`src/rtl/acc_stack.sv`:
```
// Accumulator with in-place shifts, carry flag and a LIFO shadow stack for save/restore.
// Define ACC_ROTATE_EN to make SHL/SHR rotate through carry instead of shifting in carry_in.
module acc_stack #(
   parameter int unsigned WIDTH = 4,
   parameter int unsigned DEPTH = 4
) (
   input  logic                       clk,
   input  logic                       reset,
   input  logic                       enable,
   input  logic [2:0]                 op,
   input  logic [WIDTH-1:0]           A_in,
   input  logic                       carry_in,
   output logic [WIDTH-1:0]           A_out,
   output logic                       zero,
   output logic                       carry_out,
   output logic [$clog2(DEPTH+1)-1:0] stk_count,
   output logic                       stk_full,
   output logic                       stk_empty,
   output logic                       stk_err
);

   localparam int unsigned CW    = $clog2(DEPTH + 1);
   localparam int unsigned AW    = (DEPTH > 1) ? $clog2(DEPTH) : 1;
   localparam int unsigned NSLOT = 1 << AW;

   typedef enum logic [2:0] {
      OP_HOLD  = 3'd0,
      OP_LOAD  = 3'd1,
      OP_CLEAR = 3'd2,
      OP_SHL   = 3'd3,
      OP_SHR   = 3'd4,
      OP_PUSH  = 3'd5,
      OP_POP   = 3'd6,
      OP_SWAP  = 3'd7
   } op_e;

   op_e              op_c;
   logic [WIDTH-1:0] acc_q, acc_n;
   logic             carry_q, carry_n;
   logic [CW-1:0]    count_q, count_n;
   logic             err_q, err_n;
   logic [WIDTH-1:0] stack [NSLOT];
   logic             stk_we;
   logic [AW-1:0]    wr_idx;
   logic [AW-1:0]    top_idx;
   logic [CW-1:0]    count_m1;
   logic             shift_bit;
   logic             is_full, is_empty;

   assign op_c     = op_e'(op);
   assign is_full  = (count_q == CW'(DEPTH));
   assign is_empty = (count_q == '0);
   assign count_m1 = count_q - CW'(1);
   assign top_idx  = count_m1[AW-1:0];

`ifdef ACC_ROTATE_EN
   logic unused_carry_in;
   assign unused_carry_in = carry_in;
   assign shift_bit       = carry_q;
`else
   assign shift_bit = carry_in;
`endif

   always_comb begin
      acc_n   = acc_q;
      carry_n = carry_q;
      count_n = count_q;
      err_n   = err_q;
      stk_we  = 1'b0;
      wr_idx  = count_q[AW-1:0];
      if (enable) begin
         case (op_c)
            OP_LOAD:  acc_n = A_in;
            OP_CLEAR: acc_n = '0;
            OP_SHL: begin
               acc_n   = {acc_q[WIDTH-2:0], shift_bit};
               carry_n = acc_q[WIDTH-1];
            end
            OP_SHR: begin
               acc_n   = {shift_bit, acc_q[WIDTH-1:1]};
               carry_n = acc_q[0];
            end
            OP_PUSH: begin
               if (is_full) begin
                  err_n = 1'b1;
               end else begin
                  stk_we  = 1'b1;
                  acc_n   = A_in;
                  count_n = count_q + CW'(1);
               end
            end
            OP_POP: begin
               if (is_empty) begin
                  err_n = 1'b1;
               end else begin
                  acc_n   = stack[top_idx];
                  count_n = count_m1;
               end
            end
            OP_SWAP: begin
               // old top comes out while old accumulator goes into the same slot
               if (is_empty) begin
                  err_n = 1'b1;
               end else begin
                  acc_n  = stack[top_idx];
                  stk_we = 1'b1;
                  wr_idx = top_idx;
               end
            end
            default: ;
         endcase
      end
   end

   always_ff @(posedge clk) begin
      if (reset) begin
         acc_q   <= '0;
         carry_q <= 1'b0;
         count_q <= '0;
         err_q   <= 1'b0;
      end else begin
         acc_q   <= acc_n;
         carry_q <= carry_n;
         count_q <= count_n;
         err_q   <= err_n;
      end
   end

   // Stack contents need no reset: an entry is always written before it can be read.
   always_ff @(posedge clk) begin
      if (!reset && stk_we) stack[wr_idx] <= acc_q;
   end

   assign A_out     = acc_q;
   assign carry_out = carry_q;
   assign stk_count = count_q;
   assign stk_err   = err_q;
   assign zero      = (acc_q == '0);
   assign stk_full  = is_full;
   assign stk_empty = is_empty;

endmodule

```
`config.mk`:
```
export PLATFORM = sky130hd
export DESIGN_NAME = acc_stack
export DESIGN_NICKNAME = d
export VERILOG_FILES = /design/src/rtl/acc_stack.sv
export SDC_FILE = /design/constraint.sdc
export NUM_CORES = 1
export LEC_CHECK = 0
export BUFFER_PORTS_ARGS = -buffer_cell sky130_fd_sc_hd__buf_2
export CORE_MARGIN = 5
export CORE_UTILIZATION = 55
export DETAILED_ROUTE_END_ITERATION = 8
export GPL_TIMING_DRIVEN = 0
export MAX_ROUTING_LAYER = met4
export PLACE_DENSITY = 0.83
export SLEW_MARGIN = 20
export SYNTH_ARGS = -nofsm -noshare
export SYNTH_HDL_FRONTEND = slang
export SYNTH_SLANG_ARGS = --single-unit
```
`constraint.sdc`:
```
create_clock -name clk -period 3.1 [get_ports clk]
set_input_delay 0.31 -clock clk [delete_from_list [all_inputs] [get_ports clk]]
set_output_delay 0.31 -clock clk [all_outputs]
set_load 0.05 [all_outputs]
```
==> run metrics, run 1 <==
Area contributors post-synth=sky130_fd_sc_hd__edfxtp_1 (34%), sky130_fd_sc_hd__dfxtp_1 (13%), sky130_fd_sc_hd__mux4_2 (6.5%); EDFF count, synth=16; pin count of the biggest net entering global routing=16; Worst Min Path Start=reset; post-synth cell types=44; post-synth net total=136; number of buffers added to fix hold violations after cts=0; CTS tree=done; primary flip-flop cell chosen by synthesis mapping=sky130_fd_sc_hd__edfxtp_1; die area=3644 µm²; Max Slew Vio Count=0; sum of negative setup slack=0 ns; peak supply drop=0.4444 mV; clock sink count=25; maximum buffer depth of the clock tree=2; max_slew headroom=59.97%; worst clock skew=0.008377 ns; half-perimeter wire length after placement=2.283 mm; commonest non-fill, non-tap cells in the layout=sky130_fd_sc_hd__buf_2 (23), sky130_fd_sc_hd__edfxtp_1 (16), sky130_fd_sc_hd__o21ai_0 (12); mean area per synthesized cell=11.44 µm²; FMAX=0.3919 GHz; Crit. Startpoint=stk_count[0]; shortest clock period the worst path allows after layout=2.552 ns; flip-flop and latch count after synthesis=25; element type at the critical path end=flip-flop; final worst slack=0.5484 ns; gate count after technology mapping=122; power density relative to cell area=415.5 nW/µm²; setup repair bufs after CTS=0; fraction of registers with async set/reset=0%; Place WS=0.5738 ns; number of global-route vias before repair=1,008; total vias in the final route=1,028; final number of hold-violating endpoints=0; top-level port count=23; antenna violations before repair=0; result of the run=completed; initial core utilization=56.83%; Worst Hold End=stk_err; Core Area=2455 µm²; Max Used Layer=met4; filler instances=198; met2 wire length=1.491 mm; ANT cells=0; portion of synthesized cell area occupied by the leading cell type=34.44%; die height=60.37 µm; number of resized instances in the post-cts repair step=0; overall overflow remaining after global route=0; Clock Tree Root=sky130_fd_sc_hd__clkbuf_4; commonest non-fill, non-tap cell in the layout=sky130_fd_sc_hd__buf_2; routability cong.=0.9307; number of nets with antenna violations after routing=0; drt drc=0; cell depth of the worst flop-to-flop path=7; drt initial violations=35; overall track demand over capacity in global routing=18.35%; worst hold slack after final layout=0.3360 ns; WL final=2.888 mm; routed length on met1=1.265 mm; area growth from synthesis to final layout=12.02%; path type of the worst setup path=reg2reg; Die W=60.37 µm; required time worst endpoint=3.07 ns; unrepaired setup endpoints after global routing=false; total leakage power=0.6016 nW; WHS Path Cells=2; detail-routed via count per cell=5.841; Port Buf Inserts=20; final-report setup violation count=0; proportion of synthesized chip area in sequential cells=47.35%; Critical Path Source Type=flip-flop; WL met3=122 µm; Final period util=82.31%; global-route wire length before repair=4.754 mm; routed wire length per instance=16.41 µm; fraction of layout cells with a size suffix above 1=31.51%; placement row count=18; NumNets Final=161; largest area contributor in the netlist=sky130_fd_sc_hd__edfxtp_1; slew of the pin with the lowest slew margin=0.5958 ns; clock edge transition at the registers on the reported setup and hold paths=0.13 ns; reg-to-reg slack, setup=0.55 ns; Tightest Hold Check Type=in2reg; number of buffers inserted during clock tree synthesis=3; H-tree lvl count=1; worst reg2reg path endpoint=stack[1][3]; Clock Latency Late Sink=0.32 ns; router iterations before antenna repair=4; max-cap viol count=0; number of synthesis warnings=0; peak fanout along the critical path=7; startpoint of the worst-slack reg-to-reg timing path=stk_count[0]; data arrival time at the worst-slack endpoint=2.52 ns; cell area after synthesis=1395 µm²
-- where the power goes --
group / leakage [nW] / total, mW / switching (mW) / internal, mW
sequential: 0.221 / 0.370 / 0.00896 / 0.361
clock: 0.0139 / 0.148 / 0.0988 / 0.0492
combinational: 0.366 / 0.131 / 0.0857 / 0.0454
-- sequential cells by signal (all words and copies together), names as in the netlist --
signal	flops
stack	16
A_out	4
stk_count	3
carry_out	1
stk_err	1
-- kinds of logic after synthesis --
logic type / synth area share [%]
AOI/OAI and AO/OA: 15.25
adders and majority gates: 2.691
muxes: 13.36
and+or+nand+nor: 13.00
xor gates and xnor gates: 1.884
buffers and inverters: 6.456
DFF: 47.35
-- how the worst max path moves through the flow --
| stage | endpoint | slack, ns | cells after the start |
|---|---|---|---|
| 2_1_floorplan | stack[1][0] | 0.52 | 7 |
| 3_3_place_gp | stack[1][2] | 0.54 | 7 |
| 3_5_place_dp | stack[1][2] | 0.57 | 7 |
| 4_1_cts | stack[1][3] | 0.54 | 7 |
| 5_1_grt | stack[1][3] | 0.35 | 7 |
| 6_report | stack[1][3] | 0.55 | 7 |
-- per-layer routing --
| layer | vias to the layer above | GRT usage, % |
|---|---|---|
| met1 | 500 | 23.29 |
| met4 | 0 | 5.380 |
| met5 | - | - |
| li1 | 506 | - |
| met3 | 2 | 2.766 |
| met2 | 20 | 30.40 |
-- Yosys cell counts (3+ instances only) --
cell                       count
sky130_fd_sc_hd__mux2_2        5
sky130_fd_sc_hd__ha_1          3
sky130_fd_sc_hd__inv_1         9
sky130_fd_sc_hd__mux4_2        4
sky130_fd_sc_hd__o21ai_0      12
sky130_fd_sc_hd__buf_4         3
sky130_fd_sc_hd__nand2_1       3
sky130_fd_sc_hd__buf_2         3
sky130_fd_sc_hd__nor2_1        3
sky130_fd_sc_hd__a21oi_1       8
sky130_fd_sc_hd__o32ai_1       4
sky130_fd_sc_hd__edfxtp_1     16
sky130_fd_sc_hd__dfxtp_1       9
sky130_fd_sc_hd__mux2i_1       4
-- layout make-up --
type | instances | area [µm²] | area share [%]
clock inverters | 1 | 7.507 | 0.4804
clock buffers | 3 | 22.52 | 1.441
repair buffers | 20 | 100.1 | 6.405
multi-input cells | 79 | 644.4 | 41.23
well taps | 30 | 37.54 | 2.402
inverters | 9 | 33.78 | 2.162
flip-flops and latches | 25 | 660.6 | 42.27
plain buffers | 9 | 56.30 | 3.603
-- metrics by stage --
step           area [µm²]  total power [mW]  instances  utilization, %
6_report             1563            0.6494        176           63.66
4_1_cts              1563            0.6498        176           63.66
5_1_grt              1563            0.6765        176           63.66
3_5_place_dp         1533            0.5079        172           62.44
2_1_floorplan        1395            0.4753        122               -
3_3_place_gp         1533            0.5036        172           62.44
-- worst max-delay path: stages (launching register included) --
cell,delay [ns]
sky130_fd_sc_hd__dfxtp_1,0.37
sky130_fd_sc_hd__buf_2,0.23
sky130_fd_sc_hd__inv_1,0.13
sky130_fd_sc_hd__ha_1,0.35
sky130_fd_sc_hd__nand2b_4,0.14
sky130_fd_sc_hd__nand4_1,0.20
sky130_fd_sc_hd__xnor2_1,0.24
sky130_fd_sc_hd__nor3_1,0.54
No activity file was read; power rests on OpenSTA's default activity.
==> run 2, diff against run 1 <==
--- a/config.mk
+++ b/config.mk
@@ -7,11 +7,11 @@
 export LEC_CHECK = 0
 export BUFFER_PORTS_ARGS = -buffer_cell sky130_fd_sc_hd__buf_2
 export CORE_MARGIN = 5
-export CORE_UTILIZATION = 55
+export CORE_UTILIZATION = 50
 export DETAILED_ROUTE_END_ITERATION = 8
 export GPL_TIMING_DRIVEN = 0
 export MAX_ROUTING_LAYER = met4
-export PLACE_DENSITY = 0.83
+export PLACE_DENSITY = 0.8
 export SLEW_MARGIN = 20
 export SYNTH_ARGS = -nofsm -noshare
 export SYNTH_HDL_FRONTEND = slang
==> constraint.sdc (replaced) <==
create_clock -name clk -period 2.29 [get_ports clk]
set_input_delay 0.229 -clock clk [delete_from_list [all_inputs] [get_ports clk]]
set_output_delay 0.229 -clock clk [all_outputs]
set_load 0.05 [all_outputs]
==> run metrics, run 2 (synthesis gave the netlist of run 1 again) <==
number of buffers inserted during clock tree synthesis=3 (unchanged); number of buffers added to fix hold violations after cts=0 (unchanged); power density relative to cell area=555.8 nW/µm² (+34%); H-tree lvl count=1 (unchanged); worst clock skew=0.001944 ns (-0.006433 ns); number of global-route vias before repair=1,008 (unchanged); clock sink count=25 (unchanged); Non-Filler Instances=177 (+0.57%); CTS tree=done; element type at the critical path end=flip-flop; pin count of the biggest net entering global routing=16 (unchanged); critical path's top delay family=simple AND/OR/NAND/NOR gates; detail-routed via count per cell=5.712 (-2.2%); number of placed instances, taps included=173 (+0.58%); final-report setup violation count=0 (unchanged); global-route wire length before repair=4.692 mm (-1.3%); number of nets with antenna violations after routing=0 (unchanged); die area=3946 µm² (+8.3%); P_sw=0.2749 mW (+42%); WHS Path Cells=2 (unchanged); overall track demand over capacity in global routing=15.40% (-2.9 points); post-placement cell area=1550 µm² (+1.1%); path type of the worst setup path=reg2reg; cell depth of the worst flop-to-flop path=7 (unchanged); total internal power=0.6215 mW (+36%); max FFs per register=16 (unchanged); peak fanout along the critical path=7 (unchanged); max_slew headroom=75.63% (+16 points); die height=62.82 µm (+4.1%); Non-Filler Cell Area, Final=1613 µm² (+3.2%); GRT met1 Usage=19.09% (-4.2 points); Max Slew Vio Count=0 (unchanged); ANT cells=0 (unchanged); area growth from synthesis to final layout=15.61%; Die W=62.82 µm (+4.1%); placement row count=19 (+1); commonest non-fill, non-tap cell in the layout=sky130_fd_sc_hd__buf_2; Port Buf Inserts=20 (unchanged); count of buffer and inverter cells on the critical path=2 (unchanged); data arrival time at the worst-slack endpoint=2.26 ns (-0.26 ns); Clock Tree Root=sky130_fd_sc_hd__clkbuf_4; peak supply drop=0.4752 mV (+6.9%); required time worst endpoint=2.31 ns (-0.76 ns); worst hold slack after final layout=0.2301 ns (-0.1059 ns); slew of the pin with the lowest slew margin=0.3655 ns (-0.2303 ns); Logic pwr share=20.3% (about the same); NumNets Final=161 (unchanged); half-perimeter wire length after placement=2.166 mm (-5.1%); setup repair bufs after CTS=0 (unchanged); routability cong.=0.8548 (-8.2%); initial core utilization=51.48% (-5.4 points); maximum buffer depth of the clock tree=2 (unchanged); unrepaired setup endpoints after global routing=true; clock edge transition at the registers on the reported setup and hold paths=0.14 ns (about the same); share of total power consumed by net switching=30.67% (+0.88 points); top-level port count=23 (unchanged); filler instances=227 (+15%); WL final=2.796 mm (-3.2%); router iterations before antenna repair=5 (+1); total vias in the final route=1,011 (-1.7%); overall overflow remaining after global route=0 (unchanged); Final period util=97.45% (+15 points); max-cap viol count=0 (unchanged); result of the run=completed; global-route met2 utilization=24.09% (-6.3 points); Crit. path cell count=7 (unchanged); GRT Max-Usage Layer=met2; commonest non-fill, non-tap cells in the layout=sky130_fd_sc_hd__buf_2 (23), sky130_fd_sc_hd__edfxtp_1 (16), sky130_fd_sc_hd__o21ai_0 (12); antenna violations before repair=0 (unchanged); shortest clock period the worst path allows after layout=2.232 ns (-0.3199 ns); cell with the biggest individual delay on the critical path=sky130_fd_sc_hd__dfxtp_4; largest incremental delay on the critical path=0.37 ns (-0.17 ns); Clock Latency Late Sink=0.34 ns (+0.02 ns); Clk pwr share=23.7% (+0.9 points); Core Area=2710 µm² (+10%); Tightest Hold Check Type=in2reg; met3 track demand over resource=2.158% (-0.61 points); Critical Path Source Type=flip-flop; total leakage power=0.6224 nW (+3.4%); chain of cells forming the critical path=buf_2 > inv_1 > ha_4 > nand2b_4 > nand4_1 > xnor2_2 > nor3_2; final number of hold-violating endpoints=0 (unchanged); fraction of layout cells with a size suffix above 1=36.99% (+5.5 points); relative contribution of sequential cells to total power=55.9% (-1.1 points); drt drc=0 (unchanged); routed wire length per instance=15.80 µm (-3.7%); FMAX=0.4481 GHz (+14%); register with the most flip-flops=stack; drt initial violations=35 (unchanged)
[run 2: per-layer routing]
metal	vias up	share of wire [%]
met5	-	0
met4	0	2.9
met3	7	3.4
met2	24	50
met1	472	44
li1	508	-
[run 2: final cells by class]
class                   instances  area [µm²]  share of cell area, %
clock inverters                 1       7.507                 0.4655
inverters                       9       33.78                  2.095
flip-flops and latches         25       665.6                  41.27
well taps                      31       38.79                  2.405
multi-input cells              79       688.2                  42.67
repair buffers                 20       100.1                  6.206
clock buffers                   3       22.52                  1.396
plain buffers                   9       56.30                  3.491
[run 2: path summary, 6_finish.rpt]
kind                      from           to  slack, ns
hold reg to reg        stk_err      stk_err       0.50
hold / removal           reset      stk_err       0.23
setup reg to reg  stk_count[0]  stack[1][1]       0.06
setup / recovery  stk_count[0]  stack[1][1]       0.06
[run 2: power groups by stage]
stage | logic [mW] | clock network (mW) | registers [mW]
after floorplan | 0.110 | 0 | 0.535
after global placement | 0.173 | 0 | 0.510
after detailed placement | 0.177 | 0 | 0.511
after CTS | 0.178 | 0.214 | 0.501
after global routing | 0.196 | 0.238 | 0.504
final | 0.182 | 0.213 | 0.501
[run 2: timing repair]
| item | 4_1_cts | 5_1_grt |
|---|---|---|
| gates cloned | 0 | 0 |
| resized for setup | 1 | 6 |
| pin swaps | 0 | 2 |
| endpoints found under the hold margin | 0 | 0 |
| setup endpoints to repair | 16 | 16 |
[run 2: through the flow]
stage	setup TNS (ns)	worst slack, ns	power, mW	util [%]
detailed placement	-1.444	-0.1244	0.6881	57.20
global placement	-0.8372	-0.1019	0.6836	57.20
CTS	-0.3881	-0.04915	0.8926	58.40
global route	-0.3913	-0.07304	0.9377	59.51
finish	0	0.05831	0.8964	59.51
floorplan	0	0.03082	0.6454	-
